[config.mk]
export PLATFORM = sky130hd
export DESIGN_NAME = adder_pipe
export DESIGN_NICKNAME = d
export VERILOG_FILES = /design/src/rtl/adder_pipe.sv
export SDC_FILE = /design/constraint.sdc
export NUM_CORES = 1
export LEC_CHECK = 0
export CELL_PAD_IN_SITES_DETAIL_PLACEMENT = 2
export CELL_PAD_IN_SITES_GLOBAL_PLACEMENT = 2
export CORE_MARGIN = 10
export CORE_UTILIZATION = 29
export CTS_CLUSTER_SIZE = 30
export DETAILED_ROUTE_END_ITERATION = 16
export PLACE_DENSITY = 0.8
export SYNTH_ARGS = -nofsm -noshare
export SYNTH_HDL_FRONTEND = slang
export SYNTH_SLANG_ARGS = --single-unit
export TNS_END_PERCENT = 50
[constraint.sdc]
create_clock -name clk -period 3 [get_ports clk]
set_input_delay 0.9 -clock clk [delete_from_list [all_inputs] [get_ports clk]]
set_output_delay 0.9 -clock clk [all_outputs]
set_load 0.01 [all_outputs]
[src/rtl/adder_pipe.sv]
// adder_pipe: WIDTH-bit add/subtract with the carry chain split over STAGES registered segments
module adder_pipe #(
  parameter int WIDTH  = 6,
  parameter int STAGES = 2
) (
  input  logic             clk,
  input  logic             rst,
  input  logic             in_valid,
  output logic             in_ready,
  input  logic [WIDTH-1:0] a,
  input  logic [WIDTH-1:0] b,
  input  logic             sub,
  output logic             out_valid,
  input  logic             out_ready,
  output logic [WIDTH:0]   sum,
  output logic             ovf
);
  localparam int CW = (WIDTH + STAGES - 1) / STAGES;
  localparam int L  = STAGES - 1;
  logic w_adv;
  assign w_adv    = ~(out_valid & ~out_ready);
  assign in_ready = w_adv;
  for (genvar k = 0; k < STAGES; k++) begin : g_st
    localparam int P = k * CW < WIDTH ? k * CW : WIDTH;
    localparam int H = (k + 1) * CW < WIDTH ? (k + 1) * CW : WIDTH;
    localparam int N = H - P;
    localparam int U = WIDTH - H;
    logic         w_vi, w_ci, w_oi, w_subi, w_c, w_o;
    logic [H-1:0] w_s;
    logic         r_v, r_c, r_o, r_sub;
    logic [H-1:0] r_s;
    if (k == 0) begin : g_in
      assign {w_vi, w_ci, w_oi, w_subi} = {in_valid, sub, 1'b0, sub};
    end else begin : g_pr
      assign {w_vi, w_ci, w_oi, w_subi} = {g_st[k-1].r_v, g_st[k-1].r_c, g_st[k-1].r_o, g_st[k-1].r_sub};
    end
    if (N == 0) begin : g_pass
      assign {w_c, w_o, w_s} = {w_ci, w_oi, g_st[k-1].r_s};
    end else begin : g_add
      logic [WIDTH-P-1:0] w_a, w_b;
      logic [N:0]         w_t;
      if (k == 0) begin : g_op
        assign w_a = a;
        assign w_b = sub ? ~b : b;
        assign w_s = w_t[N-1:0];
      end else begin : g_op
        assign w_a = g_st[k-1].g_add.g_hi.r_a;
        assign w_b = g_st[k-1].g_add.g_hi.r_b;
        assign w_s = {w_t[N-1:0], g_st[k-1].r_s};
      end
      assign w_t = {1'b0, w_a[N-1:0]} + {1'b0, w_b[N-1:0]} + {{N{1'b0}}, w_ci};
      assign w_c = w_t[N];
      if (U > 0) begin : g_hi
        logic [U-1:0] r_a, r_b;
        assign w_o = w_oi;
        always_ff @(posedge clk)
          if (rst) begin
            r_a <= '0;
            r_b <= '0;
          end else if (w_adv) begin
            r_a <= w_a[WIDTH-P-1:N];
            r_b <= w_b[WIDTH-P-1:N];
          end
      end else begin : g_top
        // carry into the MSB recovered from sum^a^b, xored with the carry out
        assign w_o = w_oi ^ w_t[N-1] ^ w_a[N-1] ^ w_b[N-1] ^ w_t[N];
      end
    end
    always_ff @(posedge clk)
      if (rst) begin
        r_v   <= 1'b0;
        r_c   <= 1'b0;
        r_o   <= 1'b0;
        r_sub <= 1'b0;
        r_s   <= '0;
      end else if (w_adv) begin
        r_v   <= w_vi;
        r_c   <= w_c;
        r_o   <= w_o;
        r_sub <= w_subi;
        r_s   <= w_s;
      end
  end
  assign out_valid = g_st[L].r_v;
  assign sum       = {g_st[L].r_c ^ g_st[L].r_sub, g_st[L].r_s};
  assign ovf       = g_st[L].r_o;
endmodule

==> impl_metrics.py <==
metrics = {
    "drt": {
        "drc_errors": 0,
        "vias": 893,
        "drtIter0Drc": 30,
        "wire_per_inst_microns": 15.65,
        "vias_per_cell": 4.801,
        "drt-total-wl_microns": 2911,
        "postRouteAntennaNets": 0,
        "drt_pass1_iterations": 4,
    },
    "sta": {
        "drv_slew": 0,
        "fin_worst_skew_ns": 0.002472,
        "grt_setup_unrepaired": "no",
        "min_period_ns": 2.613,
        "holdWs_ns": 0.4657,
        "fin_crit_sh_pct": 87.09,
        "tns_ns": 0,
        "worst_pin_slew_ns": 0.8395,
        "finalSetupViolCount": 0,
        "max_freq_ghz": 0.3827,
        "final-hold-violation-count": 0,
        "fin_ws_ns": 0.3873,
        "relSlewSlack_pct": 43.86,
    },
    "worst_setup_path": {
        "rrSetupSlack_ns": 1.01,
        "r2r-start": "g_st[0].r_c",
        "critPathLaunchType": "input pin",
        "required_ns": 2.10,
        "reg2reg_to": "ovf",
        "worstPathMaxFanout": 2,
        "cp_slowest_cell": "clkdlybuf4s50_1",
        "max_stage_delay_ns": 0.42,
        "reg2reg_depth": 8,
        "worstSetupPathType": "input pin to output pin",
        "cp.arrival_ns": 1.71,
        "cp-end-kind": "output pin",
        "worstPathCellList": "clkdlybuf4s50_1 > nor2b_2 > inv_2 > dlymetal6s2s_1",
    },
    "synth": {
        "synthCells": 115,
        "ys_async_sr_fraction_pct": 0,
        "synth_compound_area_share_pct": 14.99,
        "synth.top_cell.area_share_pct": 43.24,
        "synth_common_cells": "23 x nand2_1, 22 x dfxtp_1, 12 x a21oi_1, 12 x nor2_1, 9 x a211oi_1",
        "yosys.area.top_type": "dfxtp_1",
        "synth_top_family_by_area": "compound AO/OA/AOI/OAI gates",
        "synth_xor_xnor_area_share_pct": 10.32,
        "muxShareOfSynthArea_pct": 1.106,
        "yosysSeqAreaShare_pct": 43.24,
        "ys_warn_count": 0,
        "ys_types": 21,
        "synth_area_per_cell_sq_um": 8.856,
        "yosysMostFrequentCell": "nand2_1",
        "synth-simple-area-share_pct": 14.00,
        "synth_ff_type": "dfxtp_1",
        "ys_ff_latch": 22,
        "synth_fa_ha_area_share_pct": 10.81,
        "synth_fp_nets": 139,
        "synth.area.top_cells": "dfxtp_1 43%, nand2_1 8.5%, a211oi_1 6.6%",
        "syn_area_sq_um": 1018,
        "synth-edff-count": 0,
    },
    "power": {
        "p_leak_uw": 0.0005453,
        "power_uw": 644.8,
        "irDropWorstVdd_mv": 0.1317,
        "powerDensity_nw_per_um2": 478.1,
    },
    "hold_path": {
        "worstHoldPathCells": 2,
        "hp-start": "g_st[1].r_s[2]",
        "hold_class": "flop to flop",
        "hold_end": "g_st[1].r_s[2]",
    },
    "layout": {
        "diodes": 0,
        "fin_nets": 166,
        "area_delta_synth_final_pct": 32.43,
        "multiInputGateArea_sq_um": 524.3,
        "regArea_sq_um": 440.4,
        "drive_gt1_share_pct": 7.143,
        "fillers": 409,
    },
    "clocking": {
        "cts_hold_buf": 0,
        "cts_tree": "done",
        "cts-buffers-inserted": 3,
        "cts_buffer_depth": 2,
        "clk_pin_slew_ns": 0.12,
        "cts-root-buf": "clkbuf_4",
        "clkSinkCount": 22,
        "insertion_delay_ns": 0.30,
        "htree_levels": 1,
    },
    "grt": {
        "grt_start_max_net_pins": 27,
        "grt_use_met3_pct": 2.252,
        "grt_pass1_vias": 1025,
        "grt_first_pass_wirelength_microns": 4781,
        "grtUsageMet2_pct": 18.03,
        "grt_util_met1_pct": 10.29,
        "antenna_found_initial": 0,
        "busiest_layer": "met2",
        "track_usage_pct": 9.569,
        "overflow": 0,
    },
    "floorplan": {
        "fp.dieW_microns": 79.26,
        "die_y_microns": 79.26,
        "start_util_pct": 30.28,
        "core-area_sq_um": 3363,
        "dieArea_sq_um": 6282,
        "ioPinCount": 27,
        "rows": 21,
    },
    "run_status": {
        "outcome": "complete, no violations",
    },
    "placed_design": {
        "io_buffers": 26,
        "globalplace.congestion": 0.6951,
        "dp_hpwl_microns": 2319,
        "post-place-ws_ns": 0.02520,
    },
    "run": {
        "maxCapViolCount": 0,
    },
}
## layout by cell type (no fill, tap or decap)
cell type / Yosys / routed
dlymetal6s2s_1: 0 / 1
fa_1: 3 / 3
a21o_1: 1 / 1
xor2_1: 5 / 5
clkbuf_4: 0 / 3
a211oi_2: 1 / 1
nor2b_2: 0 / 1
xnor2_1: 7 / 7
nor2_1: 12 / 12
buf_4: 0 / 3
ha_1: 4 / 4
a21oi_1: 12 / 12
clkdlybuf4s50_1: 0 / 25
inv_1: 4 / 4
nor3_1: 1 / 1
o21ai_0: 1 / 1
a211oi_1: 9 / 9
dfxtp_1: 22 / 22
nand2_1: 23 / 23
inv_2: 1 / 1
mux2_2: 1 / 1
## per-layer routing
layer,vias to the layer above,share of wire [%],routed length (microns)
li1,424,-,-
met4,0,0.55,16
met3,2,3.8,110
met5,-,0,0
met2,18,54,1573
met1,449,42,1210
## per-stage QoR
stage	instance area (sq um)	cells	util [%]
2_1_floorplan	1018	115	-
3_3_place_gp	1321	183	39.29
3_5_place_dp	1321	183	39.29
4_1_cts	1344	186	39.96
5_1_grt	1349	186	40.10
6_report	1349	186	40.10
## power by group
group / internal (uW) / switching [uW]
Combinational: 93.7 / 78.8
Sequential: 322 / 17.4
Clock: 46.8 / 85.9
## registers in the layout, indices dropped and copies added (netlist names)
name and count:
g_st.r_c 2, out_valid 1, g_st.g_add.g_hi.r_b 3, ovf 1, g_st.r_s 9, g_st.r_sub 2, g_st.r_v 1, g_st.g_add.g_hi.r_a 3
## layout make-up
cell class,instances,share of cell area [%]
inverter,5,1.391
timing repair buffer,29,21.15
multi-input combinational,81,38.87
sequential,22,32.65
tap,46,4.267
clock buffer,3,1.670
## worst max-delay path, delay by kind of cell
family | cells | cell delay, ns
buf+inv | 3 | 0.66
simple gates | 1 | 0.15
## kinds of logic after synthesis
group                      after synthesis
adders and majority gates                7
DFF                                     22
muxes                                    1
buffers and inverters                   12
xor gates and xnor gates                12
and+or+nand+nor                         37
AOI/OAI and AO/OA                       24
## worst max path at each step
stage,startpoint,end,slack [ns],cells past startpoint
floorplan,out_ready,in_ready,0.68,4
global placement,out_ready,in_ready,0.04,4
detailed placement,out_ready,in_ready,0.03,4
CTS,out_ready,in_ready,0.01,4
global route,out_ready,in_ready,0.33,4
finish,out_ready,in_ready,0.39,4
## what timing repair did
item,4_1_cts,5_1_grt
endpoints found under the setup margin,0,1
gates resized for setup,0,2
setup buffers,0,0
Note: power is estimated with default switching activity, not from simulation.
